**config.mk**
```make
export PLATFORM = sky130hd
export DESIGN_NAME = axi_dma_cmd_arbiter
export DESIGN_NICKNAME = d
export VERILOG_FILES = /design/src/rtl/axi_dma_cmd_arbiter.sv
export SDC_FILE = /design/constraint.sdc
export NUM_CORES = 1
export LEC_CHECK = 0
export CAP_MARGIN = 20
export CORE_AREA = 2 2 203 205
export DETAILED_ROUTE_END_ITERATION = 8
export DIE_AREA = 0 0 205 207
export PLACE_DENSITY = 0.66
export SYNTH_ARGS = -nofsm -noshare
export SYNTH_HDL_FRONTEND = slang
export SYNTH_SLANG_ARGS = --single-unit
```
**constraint.sdc**
```tcl
create_clock -name clk -period 1.7 [get_ports clk]
set_input_delay 0.34 -clock clk [delete_from_list [all_inputs] [get_ports clk]]
set_output_delay 0.34 -clock clk [all_outputs]
set_load 0.05 [all_outputs]
```
**src/rtl/axi_dma_cmd_arbiter.sv**
```systemverilog
// Round-robin arbiter that funnels NUM_REQ DMA command channels into one controller port
// and routes each in-order completion back to the requester that issued it.
module axi_dma_cmd_arbiter #(
    parameter  int NUM_REQ         = 4,
    parameter  int ADDR_WD         = 32,
    parameter  int MAX_OUTSTANDING = 4,
    localparam int ID_WD           = $clog2(NUM_REQ),
    localparam int CNT_WD          = $clog2(MAX_OUTSTANDING) + 1
) (
    input  logic                       clk,
    input  logic                       rst,
    input  logic [NUM_REQ-1:0]         req_valid,
    output logic [NUM_REQ-1:0]         req_ready,
    input  logic [NUM_REQ*ADDR_WD-1:0] req_src_addr,
    input  logic [NUM_REQ*ADDR_WD-1:0] req_dst_addr,
    input  logic [NUM_REQ*2-1:0]       req_burst,
    input  logic [NUM_REQ*ADDR_WD-1:0] req_len,
    input  logic [NUM_REQ*3-1:0]       req_size,
    output logic [NUM_REQ-1:0]         req_done,
    output logic                       cmd_valid,
    input  logic                       cmd_ready,
    output logic [ADDR_WD-1:0]         cmd_src_addr,
    output logic [ADDR_WD-1:0]         cmd_dst_addr,
    output logic [1:0]                 cmd_burst,
    output logic [ADDR_WD-1:0]         cmd_len,
    output logic [2:0]                 cmd_size,
    output logic [ID_WD-1:0]           cmd_id,
    input  logic                       dma_done,
    output logic [CNT_WD-1:0]          outstanding,
    output logic                       err_done
);
    localparam int PTR_WD = $clog2(MAX_OUTSTANDING);

    typedef enum logic {IDLE, ISSUE} state_t;

    state_t              state_reg, state_next;
    logic [ID_WD-1:0]    last_grant_reg;
    logic [ID_WD-1:0]    winner, cand;
    logic                found, grant, push, pop;

    logic [ADDR_WD-1:0]  src_arr   [NUM_REQ];
    logic [ADDR_WD-1:0]  dst_arr   [NUM_REQ];
    logic [ADDR_WD-1:0]  len_arr   [NUM_REQ];
    logic [1:0]          burst_arr [NUM_REQ];
    logic [2:0]          size_arr  [NUM_REQ];

    logic [ID_WD-1:0]    id_mem_reg [MAX_OUTSTANDING];
    logic [PTR_WD-1:0]   wr_ptr_reg, rd_ptr_reg;
    logic [CNT_WD-1:0]   count_reg;

    generate
        for (genvar gi = 0; gi < NUM_REQ; gi++) begin : g_unpack
            assign src_arr[gi]   = req_src_addr[gi*ADDR_WD +: ADDR_WD];
            assign dst_arr[gi]   = req_dst_addr[gi*ADDR_WD +: ADDR_WD];
            assign len_arr[gi]   = req_len[gi*ADDR_WD +: ADDR_WD];
            assign burst_arr[gi] = req_burst[gi*2 +: 2];
            assign size_arr[gi]  = req_size[gi*3 +: 3];
        end
    endgenerate

    // Search starts just after the previous winner so every requester gets a turn.
    always_comb begin
        winner = '0;
        cand   = '0;
        found  = 1'b0;
        for (int off = 1; off <= NUM_REQ; off++) begin
            cand = ID_WD'((int'(last_grant_reg) + off) % NUM_REQ);
            if (!found && req_valid[cand]) begin
                found  = 1'b1;
                winner = cand;
            end
        end
    end

    always_comb begin
        state_next = state_reg;
        grant      = 1'b0;
        req_ready  = '0;
        case (state_reg)
            IDLE: begin
                if (found && count_reg < CNT_WD'(MAX_OUTSTANDING)) begin
                    grant             = 1'b1;
                    req_ready[winner] = 1'b1;
                    state_next        = ISSUE;
                end
            end
            ISSUE: begin
                if (cmd_ready) state_next = IDLE;
            end
            default: state_next = IDLE;
        endcase
    end

    assign cmd_valid   = (state_reg == ISSUE);
    assign push        = cmd_valid && cmd_ready;
    // A completion arriving while the FIFO is empty is dropped, even if a push lands this cycle.
    assign pop         = dma_done && (count_reg != '0);
    assign outstanding = count_reg + CNT_WD'(state_reg == ISSUE);

    always_ff @(posedge clk) begin
        if (push) id_mem_reg[wr_ptr_reg] <= cmd_id;
    end

    always_ff @(posedge clk) begin
        if (rst) begin
            state_reg      <= IDLE;
            last_grant_reg <= ID_WD'(NUM_REQ - 1);
            cmd_src_addr   <= '0;
            cmd_dst_addr   <= '0;
            cmd_burst      <= '0;
            cmd_len        <= '0;
            cmd_size       <= '0;
            cmd_id         <= '0;
            wr_ptr_reg     <= '0;
            rd_ptr_reg     <= '0;
            count_reg      <= '0;
            req_done       <= '0;
            err_done       <= 1'b0;
        end else begin
            state_reg <= state_next;
            if (grant) begin
                last_grant_reg <= winner;
                cmd_src_addr   <= src_arr[winner];
                cmd_dst_addr   <= dst_arr[winner];
                cmd_burst      <= burst_arr[winner];
                cmd_len        <= len_arr[winner];
                cmd_size       <= size_arr[winner];
                cmd_id         <= winner;
            end
            if (push) wr_ptr_reg <= wr_ptr_reg + PTR_WD'(1);
            if (pop)  rd_ptr_reg <= rd_ptr_reg + PTR_WD'(1);
            case ({push, pop})
                2'b10:   count_reg <= count_reg + CNT_WD'(1);
                2'b01:   count_reg <= count_reg - CNT_WD'(1);
                default: count_reg <= count_reg;
            endcase
            req_done <= pop ? (NUM_REQ'(1) << id_mem_reg[rd_ptr_reg]) : '0;
            err_done <= dma_done && (count_reg == '0);
        end
    end
endmodule

```
# Word-level counts from Yosys, hierarchy flattened
# Memory sizes are Yosys's and may differ from the RTL's. A register that Yosys moved wholly into a read port is not among the register bits.
# Index checks and enable logic that the tools add are counted.
# word_totals
reg_bits,118
latchBits,0
ramBits,8
romBits,0
inputBits,412
output_inout_bits,116
elab_cells,96
memories,1
# mem_list
memory,depth,width,read_ports,rd_ports_with_merged_regs,wr,line_no,text
id_mem_reg,4,2,1,1,1,47,logic [ID_WD-1:0] id_mem_reg [MAX_OUTSTANDING];
# op_classes
n_addsub,9
mul,0
div,0
order_cmp,8
eq_ne,2
shift,1
n_mux,44
bitwise,3
n_reduce_logical,15
# op_table
cell,count
$bmux W32 S2,3
$mux W32,6
$mux W2,8
$lt A2 B3 Y1 const B,5
$mux W1,14
$add A2 B1 Y2 const B,4
$bmux W1 S2,4
$logic_and A1 B1 Y1,8
$mux W4,2
$bmux W3 S2,1
$mux W3,2
$pmux W3 S2,1
$add A2 B2 Y2 const B,2
$bmux W2 S2,1
$shl A1 B2 Y4 const A,1
$add A3 B1 Y3,1
$add A3 B1 Y3 const B,1
$ge A3 B3 Y1 const B,1
$logic_not A1 Y1,3
$logic_not A3 Y1,1
$lt A3 B3 Y1 const B,1
$not A2 Y3,1
$reduce_bool A3 Y1,1
$sub A3 B1 Y3 const B,1
8 further kinds,9

# Longest topological paths before layout
# Gate-level depths: netlist of run 1.
# depth
ltp_word,19
mapped_depth,9

# Worst setup path after synthesis of run 1
# No wires, ideal clock.
# synth_timing
path_type,input to output
start,input port req_valid[2]
end,output port req_ready[1]
arrival_time_ps,2322
required_time_ps,1360
slack_ps,-962
path_stages,7
n_path_buf,3
cell_sequence,nand2b_1 > o22ai_1 > a21oi_1 > buf_2 > buf_2 > buf_2 > nor3_1
# synth_via
elab_chain_len,18
# synth_lines
item,line_no,text
from (decl),12,"input logic [NUM_REQ-1:0] req_valid,"
$bmux W1 S2,68,if (!found && req_valid[cand]) begin
$mux W1 (not written as such),68,
$mux W1,68,
$logic_not A1 Y1,68,
$logic_and A1 B1 Y1,68,
$mux W1,68,
$logic_not A1 Y1,68,
$logic_and A1 B1 Y1,68,
[... 2 more ...],-,
$logic_and A1 B1 Y1,68,
$mux W2,68,
$lt A2 B3 Y1 (not written as such) / $ge A2 B1 Y1 (equally long branches),83,req_ready[winner] = 1'b1;
$logic_and A1 B1 Y1 (not written as such),83,
$mux W1 (not written as such),83,
$demux W1 S2,83,
$mux W4 (*),81,if (found && count_reg < CNT_WD'(MAX_OUTSTANDING)) begin
$mux W4 (*),79,case (state_reg)
to (decl),13,"output logic [NUM_REQ-1:0] req_ready,"
# Mark *: on every way between the ends. The rest lies on a longest branch, timed or not. The select of a mux whose other input is x is not followed.

# Worst setup path in the final report of run 1
# layout_timing
start,register last_grant_reg[0]
end,output port req_ready[2]
# layout_via
elab_chain_len,19
# layout_lines
item,line_no,text
from (decl),37,logic [ID_WD-1:0] last_grant_reg;
from (signal assigned),107,last_grant_reg <= ID_WD'(NUM_REQ - 1);
from (signal assigned),122,last_grant_reg <= winner;
$add A2 B1 Y2,67,cand = ID_WD'((int'(last_grant_reg) + off) % NUM_REQ);
$bmux W1 S2,68,
$mux W1 (not written as such),68,
$mux W1,68,
$logic_not A1 Y1,68,
$logic_and A1 B1 Y1,68,
$mux W1,68,
$logic_not A1 Y1,68,
[... 3 more ...],-,
$logic_and A1 B1 Y1,68,
$mux W2,68,
$lt A2 B3 Y1 (not written as such) / $ge A2 B1 Y1 (equally long branches),83,
$logic_and A1 B1 Y1 (not written as such),83,
$mux W1 (not written as such),83,
$demux W1 S2,83,
$mux W4 (*),81,
$mux W4 (*),79,
# Marks and branches as above.

==> results of run 1 <==
what timing repair did:
item,CTS,global route
pin swaps,12,56
endpoints found under the setup margin,115,112
buffers inserted,32,23
gates cloned,16,11
resized for setup,169,189
logic make-up (layout without fill, tap and decap cells):
logic type	Yosys count	after routing	share of synthesized area, %
AOI/OAI and AO/OA	115	115	9.21
xor gates and xnor gates	6	6	0.553
adders and majority gates	8	8	1.13
buffers and inverters	122	767	7.33
DFF	128	128	27.8
muxes	205	205	21.9
other	0	4	0
and+or+nand+nor	351	351	32.1
cell type report:
| class | count | area [sq um] |
|---|---|---|
| Fill cell | 3587 | 20700 |
| Multi-Input combinational cell | 685 | 7860 |
| Timing Repair Buffer | 727 | 7840 |
| Sequential cell | 128 | 2660 |
| Tap cell | 532 | 666 |
| Clock buffer | 17 | 425 |
| Clock inverter | 15 | 159 |
| Inverter | 8 | 32.5 |
| Antenna cell | 4 | 10.0 |
worst max-delay path by stage:
stage          slack [ps]  cells after the start               from                to
2_1_floorplan        -300                      6       req_valid[3]      req_ready[1]
3_3_place_gp         -940                      8       req_valid[0]  cmd_src_addr[13]
3_5_place_dp         -930                      8       req_valid[3]  cmd_src_addr[13]
4_1_cts              -530                      5  last_grant_reg[0]      req_ready[1]
5_1_grt              -590                      5  last_grant_reg[0]      req_ready[0]
6_report             -510                      7  last_grant_reg[0]      req_ready[2]
worst register-to-register path, delay by kind of cell (launching register included):
family	cells	cell delay, ps
compound gates	2	470
buf+inv	6	830
flops	1	360
mux	1	110
simple gates	2	350
metal layers:
layer / track usage (%) / vias to the layer above / wire length (microns)
met3: 5.59 / 80 / 3480
met5: 0 / - / 0
li1: - / 4877 / -
met2: 37.1 / 431 / 24600
met4: 8.09 / 0 / 1560
met1: 22.6 / 5011 / 17800
where the power goes:
group          switching, mW  total [mW]  internal, mW
combinational           7.74        14.2          6.47
sequential             0.495        4.33          3.84
clock                   1.83        3.80          1.97
total                   10.1        22.4          12.3
cell usage in the layout, fill, tap and decap left out, types with 13 or more instances in the layout:
| cell type | n |
|---|---|
| buf_12 | 47 |
| buf_16 | 20 |
| buf_4 | 201 |
| buf_6 | 24 |
| buf_8 | 16 |
| clkbuf_16 | 26 |
| clkdlybuf4s50_1 | 406 |
| dfxtp_1 | 115 |
| mux2i_1 | 154 |
| mux2i_2 | 28 |
| mux2i_4 | 21 |
| nand2_1 | 107 |
| nor2_1 | 13 |
| nor4b_1 | 17 |
| nor4b_2 | 112 |
| nor4b_4 | 73 |
| o211ai_1 | 94 |
==> flow_summary.yaml, run 1 <==
pwr:
  vdd_ir_drop_max_v: 0.000736
  pwr_density_cell_nw_per_um2: 1140
  total_power_mw: 22.4
  leakage_nw: 7.69
die:
  rows: 74
  core-area_sq_um: 40400
  dieArea_sq_um: 42400
  ios: 528
  die_height_microns: 207
  initial_utilization_pct: 23.5
  fp.dieW_microns: 205
sta:
  grt_setup_unrepaired: "true"
  fin_crit_sh_pct: 130
  finClkSkew_ps: 6.96
  tightest_slew_ps: 536
  hold_viol_final: 0
  maxSlewViolCount: 0
  fin_setup_tns_ps: -34960
  setup-violations-final: 109
  whs_ps: 326
  layout_setup_ws_ps: -509
  fmax_mhz: 453
  timing.final.crit_period_ps: 2210
  slew_headroom_pct: 64.3
worst_setup_path:
  rrSetupSlack_ps: -490
  required_ps: 1360
  cp_slowest_cell: "o32a_4"
  r2r-end: "cmd_src_addr[3]"
  critPathLaunchType: "flip-flop"
  cp.arrival_ps: 1870
  rr_startpoint: "last_grant_reg[0]"
  worst_path_largest_cell_delay_ps: 380
  timing.critical_path.mode_cell: "buf_12"
  crit_fanout: 5
  path_buf_inv: 3
  crit_family: "buffers and inverters"
  worstSetupPathType: "flip-flop to primary output"
  reg2reg_depth: 11
  worst_setup_path_end_kind: "primary output"
  path_cells: "nor2b_1 -> o32a_4 -> buf_12 -> nand2_4 -> buf_6 -> nor2_4 -> buf_12"
detailed_routing:
  drt-initial-drc-count: 403
  ant_nets: 0
  via_per_inst: 4.91
  route.detailed.drc: 0
  vias: 10400
  drt-wirelength-per-cell_microns: 22.4
  finalWirelength_microns: 47400
  drt-pass1-iter-count: 4
global_routing:
  grt_antenna_before_repair: 5
  grt_pass1_wl_microns: 65500
  grt_pass1_vias: 10800
  grt_overflow: 0
  grt_usage_pct: 20.6
  grt_max_degree: 52
clock_tree:
  cts.sinks: 128
  tritoncts: "done"
  clockRootBuffer: "clkbuf_16"
  clk_pin_slew_ps: 70
  ctsHtreeMaxLevel: 4
  clockBufferDepth: 2
  cts_made_buffers: 17
  clk-insertion-delay-late_ps: 460
  holdBufCountCts: 0
placed_design:
  hpwl_microns: 31600
  place_congestion: 0.864
  port_buffers: 527
  dpl_cell_area_sq_um: 16000
  placed_cells: 2011
  dp_slack_ps: -931
synthesis:
  synth_commonest_cells: "mux2i_1 (203), dfxtp_1 (120), nand2_1 (109)"
  synth_area_sq_um: 9500
  ys.flop_type: "dfxtp_1"
  syn_area_per_cell_sq_um: 10.2
  yosys_warnings: 0
  synth_top_cell_area_share_pct: 25.3
  yosys.area.top_type: "dfxtp_1"
  synth_edf_count: 8
  syn-num-nets: 1355
  netlist_instances: 935
  ys_ff_latch: 128
  ys_types: 42
  ys_top_cells_by_area: "dfxtp_1 (25%), mux2i_1 (21%), nor4b_2 (16%)"
  yosysSeqAreaShare_pct: 27.8
  synth_most_common_cell: "mux2i_1"
  synthArstFlopShare_pct: 0
finish:
  post-route-util_pct: 48.7
  top_regs: "cmd_dst_addr (32), cmd_len (32), cmd_src_addr (32)"
  syn_to_final_growth_pct: 107
  final_area_sq_um: 19600
  finalNonFillerCells: 2116
  layout-drive-gt1-share_pct: 39.5
  nNetsFinal: 1987
hold_path:
  holdPathEnd: "count_reg[2]"
  hp-start: "rst"
  hold_class: "input pin to flip-flop"
  min_path_cells: 3
outcome:
  failed_checks: "negative setup slack"
  status: "finished with violations"
run:
  drv_cap: 0
Note: power is estimated with default switching activity, not from simulation.
==> inputs of run 2 (changes only) <==
--- a/config.mk
+++ b/config.mk
@@ -5,7 +5,7 @@
 export SDC_FILE = /design/constraint.sdc
 export NUM_CORES = 1
 export LEC_CHECK = 0
-export CAP_MARGIN = 20
+export CAP_MARGIN = 0
 export CORE_AREA = 2 2 203 205
 export DETAILED_ROUTE_END_ITERATION = 8
 export DIE_AREA = 0 0 205 207
==> results of run 2 <==
No change in the layout: final DEF, timing and power equal those of run 1.
==> inputs of run 3 (changes only) <==
--- a/config.mk
+++ b/config.mk
@@ -7,6 +7,7 @@
 export LEC_CHECK = 0
 export CAP_MARGIN = 0
 export CORE_AREA = 2 2 203 205
+export CTS_CLUSTER_SIZE = 14
 export DETAILED_ROUTE_END_ITERATION = 8
 export DIE_AREA = 0 0 205 207
 export PLACE_DENSITY = 0.66
==> results of run 3 <==
No change in the layout: final DEF, timing and power equal those of run 1.
